## config.mk

```make
export PLATFORM = sky130hd
export DESIGN_NAME = pe_packetizer
export DESIGN_NICKNAME = d
export VERILOG_FILES = /design/src/rtl/pe_packetizer_pkg.sv /design/src/rtl/pe_packetizer_pkt_fifo.sv /design/src/rtl/pe_packetizer.sv
export SDC_FILE = /design/constraint.sdc
export NUM_CORES = 1
export LEC_CHECK = 0
export ABC_AREA = 1
export ABC_CLOCK_PERIOD_IN_PS = 4000
export CORE_ASPECT_RATIO = 1.4
export CORE_UTILIZATION = 47
export CTS_BUF_LIST = sky130_fd_sc_hd__clkbuf_8 sky130_fd_sc_hd__clkbuf_16
export CTS_CLUSTER_DIAMETER = 80
export DETAILED_ROUTE_END_ITERATION = 8
export GPL_TIMING_DRIVEN = 0
export HOLD_SLACK_MARGIN = 0.03
export PLACE_DENSITY = 0.79
export SYNTH_ARGS = -nofsm -noshare
export SYNTH_HDL_FRONTEND = slang
export SYNTH_SLANG_ARGS = --single-unit
```

## constraint.sdc

```tcl
create_clock -name clk -period 4 [get_ports clk]
set_clock_uncertainty 0.2 [all_clocks]
set_input_delay 0.8 -clock clk [delete_from_list [all_inputs] [get_ports clk]]
set_output_delay 0.8 -clock clk [all_outputs]
set_load 0.03 [all_outputs]
```

## src/rtl/pe_packetizer_pkg.sv

```systemverilog
// Shared packet-field constants, type codes and packet struct for the PE packetizer.
// Field layout (default widths): [46] type, [45:43] dest, [42:40] source, [39:0] payload.
// Imported by the packetizer top; no logic, so no latency or backpressure of its own.
package pe_packetizer_pkg;

    localparam int TYPE_BIT  = 46;
    localparam int DEST_MSB  = 45;
    localparam int DEST_LSB  = 43;
    localparam int SRC_MSB   = 42;
    localparam int SRC_LSB   = 40;
    localparam int PAYLOAD_W = 40;

    localparam logic PKT_PIXEL  = 1'b1;
    localparam logic PKT_FILTER = 1'b0;

    typedef struct packed {
        logic                 typ;
        logic [2:0]           dest;
        logic [2:0]           src;
        logic [PAYLOAD_W-1:0] payload;
    } pkt_t;

endpackage

```

## src/rtl/pe_packetizer_pkt_fifo.sv

```systemverilog
// Packet queue: circular buffer with a registered occupancy count and wrapping pointers.
// Latency: a word written at edge N is visible at out_data after edge N when the queue was empty.
// Backpressure: full is registered; the writer must not push while full, pop holds out_data otherwise.
module pkt_fifo #(
    parameter int WIDTH = 47,
    parameter int DEPTH = 2
) (
    input  logic             clk,
    input  logic             rst,
    input  logic             in_valid,
    input  logic [WIDTH-1:0] in_data,
    output logic             full,
    output logic             out_valid,
    input  logic             out_ready,
    output logic [WIDTH-1:0] out_data
);

    localparam int PTR_W = (DEPTH > 1) ? $clog2(DEPTH) : 1;
    localparam int CNT_W = $clog2(DEPTH + 1);

    logic [WIDTH-1:0] mem [DEPTH];
    logic [PTR_W-1:0] wr_ptr;
    logic [PTR_W-1:0] rd_ptr;
    logic [CNT_W-1:0] count;
    logic             push;
    logic             pop;

    function automatic logic [PTR_W-1:0] next_ptr(input logic [PTR_W-1:0] p);
        return (p == PTR_W'(DEPTH - 1)) ? '0 : p + 1'b1;
    endfunction

    assign full      = (count == CNT_W'(DEPTH));
    assign out_valid = (count != '0);
    assign out_data  = mem[rd_ptr];
    assign push      = in_valid && !full;
    assign pop       = out_valid && out_ready;

    // Storage write; contents need no reset since count gates visibility.
    always_ff @(posedge clk) begin
        if (push) begin
            mem[wr_ptr] <= in_data;
        end
    end

    // Pointer and occupancy bookkeeping; simultaneous push and pop leaves count unchanged.
    always_ff @(posedge clk) begin
        if (rst) begin
            wr_ptr <= '0;
            rd_ptr <= '0;
            count  <= '0;
        end else begin
            if (push) wr_ptr <= next_ptr(wr_ptr);
            if (pop)  rd_ptr <= next_ptr(rd_ptr);
            if (push && !pop)      count <= count + 1'b1;
            else if (pop && !push) count <= count - 1'b1;
        end
    end

endmodule

```

## src/rtl/pe_packetizer.sv

```systemverilog
// Packetizer: merges pixel and filter words into headed packets queued for one downstream port.
// Latency: 1 cycle from accept to pkt_valid on an empty queue. Optional macro: PKTZ_RR_ARB_EN (round-robin).
// Backpressure: input ready depends only on registered full and arbitration, never on pkt_ready.
module pe_packetizer
    import pe_packetizer_pkg::*;
#(
    parameter int         DWIDTH     = 8,
    parameter int         PWIDTH     = 47,
    parameter logic [2:0] SRC_ADDR   = 3'b000,
    parameter int         FIFO_DEPTH = 2
) (
    input  logic                  clk,
    input  logic                  rst,
    input  logic                  pix_valid,
    output logic                  pix_ready,
    input  logic [5*DWIDTH-1:0]   pix_data,
    input  logic [2:0]            pix_dest,
    input  logic                  filt_valid,
    output logic                  filt_ready,
    input  logic [3*DWIDTH-1:0]   filt_data,
    input  logic [2:0]            filt_dest,
    output logic                  pkt_valid,
    input  logic                  pkt_ready,
    output logic [PWIDTH-1:0]     pkt_data
);

    localparam int HDR_W  = TYPE_BIT - SRC_LSB + 1;
    localparam int FPAD_W = PWIDTH - HDR_W - 3*DWIDTH;

    logic              full;
    logic              fifo_valid;
    logic              prefer_pix;
    logic              grant_pix;
    logic              grant_filt;
    logic              pix_acc;
    logic              filt_acc;
    logic [PWIDTH-1:0] pkt_in;

    assign grant_pix  = pix_valid && (!filt_valid || prefer_pix);
    assign grant_filt = filt_valid && !grant_pix;

    // No handshake may complete while reset is asserted.
    assign pix_ready  = !rst && !full && grant_pix;
    assign filt_ready = !rst && !full && grant_filt;
    assign pix_acc    = pix_valid && pix_ready;
    assign filt_acc   = filt_valid && filt_ready;
    assign pkt_valid  = fifo_valid && !rst;

`ifdef PKTZ_RR_ARB_EN
    logic last_pix;

    assign prefer_pix = !last_pix;

    // Remember the last source served so a conflict goes to the other one.
    always_ff @(posedge clk) begin
        if (rst) begin
            last_pix <= 1'b0;
        end else if (pix_acc) begin
            last_pix <= 1'b1;
        end else if (filt_acc) begin
            last_pix <= 1'b0;
        end
    end
`else
    assign prefer_pix = 1'b1;
`endif

    // Build the header plus payload for whichever source holds the grant.
    always_comb begin
        if (grant_pix) begin
            pkt_in = {PKT_PIXEL, pix_dest, SRC_ADDR, pix_data};
        end else begin
            pkt_in = {PKT_FILTER, filt_dest, SRC_ADDR, {FPAD_W{1'b0}}, filt_data};
        end
    end

    pkt_fifo #(
        .WIDTH (PWIDTH),
        .DEPTH (FIFO_DEPTH)
    ) u_fifo (
        .clk       (clk),
        .rst       (rst),
        .in_valid  (pix_acc || filt_acc),
        .in_data   (pkt_in),
        .full      (full),
        .out_valid (fifo_valid),
        .out_ready (pkt_ready && !rst),
        .out_data  (pkt_data)
    );

endmodule

```

# Word level (Yosys, flattened, before mapping)
# Memories as Yosys holds them, arrays and structs flattened. A register that Yosys moved wholly into a read port is not among the register bits.
# Index checks and enable logic that the tools add are counted.
# word_totals
elab_cells	38
memories	1
ram_bits	94
ff_bits	4
inputBits	75
# mem_list
name	words	width	rd	rd_ports_with_merged_regs	wr	line	source
u_fifo.mem	2	47	1	1	1	pe_packetizer_pkt_fifo.sv:21	logic [WIDTH-1:0] mem [DEPTH];
# op_classes
n_reduce_logical	20
n_mux	9
add_sub_neg	4
eq_ne	1
# ops
operator	count
47-bit 2-to-1 mux	1
1-bit logical AND	12
1-bit 2-to-1 mux	6
1-bit zero test	5
2-bit 2-to-1 mux	2
2-bit nonzero test	2
1-bit adder, second input constant	2
2-bit by 1-bit adder with 2-bit output, second input constant	1
2-bit == test, second input constant	1
2-bit by 1-bit subtractor with 2-bit output, second input constant	1
1-bit logical OR	1

# Logic depth before layout (Yosys ltp)
# logic_depth
depth_word	11
ltp_mapped	11
mapped_depth_nobuf	11

# Modules after synthesis
# A second synthesis with hierarchy kept.
# unflattened
hier_cells	316
hier_area_um2	4291.6
# modules_own_cells
mod	seq_area_each_um2	area_each_um2	instances	cells_each
pkt_fifo	2922.8	3758.6	1	183
pe_packetizer	0.0	533.0	1	133

# Least setup slack after synthesis
# No wires, ideal clock.
# synth_timing
path_kind	input-to-reg
startpoint	in pix_valid
endpoint	mem u_fifo.mem[1][0] (enable)
t_arrival_ps	2946
t_required_ps	3353
path_stages	3
setup_slack_ps	407
path_buffers	1
cell_sequence	buf_6 -> o211ai_2 -> nor2_1
# synth_via
elab_chain_cells	8
elab_cells_between_ends	10
cone_classes	2 x mux; 8 x reduce/logical
# synth_lines
element	line	source
from (decl)	pe_packetizer.sv:14	input logic pix_valid,
1-bit zero test	pe_packetizer.sv:40	assign grant_filt = filt_valid && !grant_pix;
1-bit logical AND	pe_packetizer.sv:40	
1-bit logical AND	pe_packetizer.sv:44	assign filt_ready = !rst && !full && grant_filt;
1-bit logical AND	pe_packetizer.sv:46	assign filt_acc = filt_valid && filt_ready;
1-bit logical OR *	pe_packetizer.sv:83	.in_valid (pix_acc || filt_acc),
1-bit logical AND *	pe_packetizer_pkt_fifo.sv:35	assign push = in_valid && !full;
1-bit 2-to-1 mux *	pe_packetizer_pkt_fifo.sv:40	if (push) begin
1-bit 2-to-1 mux (implied by the code) *	pe_packetizer_pkt_fifo.sv:41	mem[wr_ptr] <= in_data;
to (decl)	pe_packetizer_pkt_fifo.sv:21	
# Mark *: on every way between the ends. The rest lies on a longest branch, timed or not.

# Final worst setup path
# layout_timing
startpoint	in pix_valid
endpoint	out pix_ready
# layout_via
elab_chain_cells	1
# layout_lines
element	line	source
1-bit logical AND	pe_packetizer.sv:43	assign pix_ready = !rst && !full && grant_pix;
to (decl)	pe_packetizer.sv:15	output logic pix_ready,
# Every way passes these cells.

==> impl_results.md <==
* Status: finished, final reports clean
* Design internal power at 1.907 mW
* Mapped cell area at 4264 um^2
* Core area at 8708 um^2
* Clock-pin slew on the worst setup and hold paths at 60 ps
* Worst-Skew Late Latency at 330 ps
* Clk network pwr share at 0.286
* Buf/Inv on CP at 4
* Synth top area share at 0.6197
* Largest net degree at the start of global routing at 32
* Peak Freq at 294.0 MHz
* Leading area contributor after synthesis: edfxtp_1
* Max rail drop VDD at 0.3134 mV
* Placed cell area at 5669 um^2
* Area growth syn-to-layout at 39.03%
* Number of diodes at 0
* Hold Vio Cnt, Final at 0
* Setup-failing EPs final at 0
* Period utilization at 0.8505
* Synthesized flop and latch total at 93
* Post-route cell area at 5928 um^2
* Commonest non-fill, non-tap cell in the layout: clkdlybuf4s50_1
* Total GRT Usage at 0.1753
* Pre-CTS setup slack at 599.8 ps
* Hold buffer count at CTS at 0
* Synth cell types at 20
* Combinational Power Share at 0.255
* Delay-heaviest family, CP: buffers and inverters
* Min Tclk post-route at 3402 ps
* Wire length per cell at 15.71 um
* Tot Pwr at 2.564 mW
* Vias at 2393
* Syn Inst Count at 247
* Die X at 82.50 um
* Crit path launch type: primary input
* Slew HR at 0.6643
* Critical path endpoint category: output pin
* Synth area leaders: edfxtp_1 (62%), mux2_4 (22%), buf_12 (2.8%)
* Crit path arrival time at 2400 ps
* Fin cells at 493
* Congestion Overflow GR at 0
* First-pass DRT Iterations at 4
* Worst hold slack at 348.2 ps
* Slew Viols, Final at 0
* NetSw at 0.6578 mW
* DRC viols at 0
* Hold WC Path Type: flip-flop to flip-flop
* Leak at 2.350 nW
* # IOs at 125
* First-pass GRT wire length at 11700 um
* WP data required at 3000 ps
* WS Path Type: primary input to output pin
* Critical path cell sequence: clkdlybuf4s50_1 > buf_6 > nand3_1 > inv_1 > clkdlybuf4s50_1
* Site Rows at 40
* Clock Path Buffers at 2
* CP max stage delay at 660 ps
* Yosys warning total at 0
* Die extent in y at 114.7 um
* Fin util at 0.6807
* Setup TNS at 0 ps
* Die footprint at 9463 um^2
* GPL Wtd Cong at 0.6799
* Iteration-0 DRC Markers at 81
* H-tree levels at 3
* Clk sinks at 93
* DRT Wirelength at 7743 um
* Mean Syn Cell Area at 17.26 um^2
* Worst slew pin tran at 502.4 ps
* Sequential-to-total area share from yosys stat at 0.6432
* CTS resizes at 0
* Max-Cap Viols at 0
* Part of the power in registers at 0.459
* CTS buffer count at 9
* Crit Path Max Fanout at 10
* Layout cells sized above 1 at 0.2706
* Initial antenna violation count at 0
* Routed Antenna Nets at 0
* Most Frequent Cell on Critical Path: clkdlybuf4s50_1
* HPWL Detailed at 5511 um
* PnR worst setup slack at 598.1 ps
* Pwr/cell area at 432.6 nW/um^2
* CTS tree: done
* CTS Root Cell: clkbuf_16
* Number of setup buffers added after CTS at 0
* RSZ-0062 raised after global routing: no
* Number of global-route vias before repair at 2425
* Starting Density at 0.4897
* Switch share at 0.2565
* Vias per inst at 4.854
* PortBufs at 121
* Critical Path Slowest Stage Cell: clkdlybuf4s50_1
* Nets at 459
* Commonest cells after routing, fill and taps aside: clkdlybuf4s50_1 (121), edfxtp_1 (88), mux2_4 (63), inv_1 (26), nand2_1 (22)
* Cell count after placement at 477
cell families after synthesis:
group,Yosys count,synth area share
muxes,71,0.2430
DFF,93,0.6432
other,1,0.0008794
and+or+nand+nor,37,0.03463
buffers and inverters,39,0.06690
adders and majority gates,1,0.002934
xor gates and xnor gates,1,0.002054
AOI/OAI and AO/OA,4,0.006454
sequential cells by signal (all words and copies together), names as in the netlist, named ones only:
| register | cells |
|---|---|
| u_fifo.wr_ptr | 1 |
| u_fifo.count | 2 |
| u_fifo.mem | 88 |
| u_fifo.rd_ptr | 1 |
cell usage after synthesis:
library cell and instances:
xnor2_1 1, dfxtp_1 5, inv_2 1, buf_4 3, nand2_2 1, mux2_4 63, nor2_2 1, conb_1 1
ha_1 1, nand3_1 3, nor2_1 10, inv_1 25, a21oi_1 2, buf_6 4, nand2_1 22, mux2_2 8
buf_12 6, o211ai_2 1, edfxtp_1 88, o21ai_0 1
worst register-to-register path, delay by kind of cell (launching register included):
kind                   cells  cell delay [ps]
AND/OR/NAND/NOR            2              560
buffers and inverters      2              380
flip-flops                 1              350
AO/OA/AOI/OAI              1              170
power groups by stage:
| stage | Combinational (mW) | Sequential [mW] | Clock (mW) |
|---|---|---|---|
| finish | 0.653 | 1.18 | 0.734 |
| global placement | 0.637 | 1.20 | 0 |
| detailed placement | 0.658 | 1.20 | 0 |
| global route | 0.693 | 1.18 | 0.788 |
| CTS | 0.661 | 1.18 | 0.753 |
| floorplan | 0.408 | 1.19 | 0 |
layer usage:
metal	global-route usage	share of wire
met5	0	0
met4	0.08621	0.020
met3	0.03267	0.041
met2	0.3256	0.57
met1	0.1835	0.36
cell type report:
| cell class | count | area [um^2] |
|---|---|---|
| fillers | 618 | 2780 |
| repair buffers | 123 | 1251 |
| inverters | 26 | 97.59 |
| clock inverters | 7 | 33.78 |
| well taps | 105 | 131.4 |
| flip-flops and latches | 93 | 2743 |
| multi-input cells | 117 | 1259 |
| clock buffers | 9 | 225.2 |
| plain buffers | 13 | 187.7 |
final timing paths:
path | start | to | slack, ps | cells past startpoint
min reg2reg | u_fifo.rd_ptr | flip-flop | 350 | 2
min | u_fifo.rd_ptr | flip-flop | 350 | 2
max reg2reg | u_fifo.count[0] | u_fifo.mem[1][7] | 2020 | 5
max | pix_valid | pix_ready | 600 | 5
(Power assumes the default switching activity.)
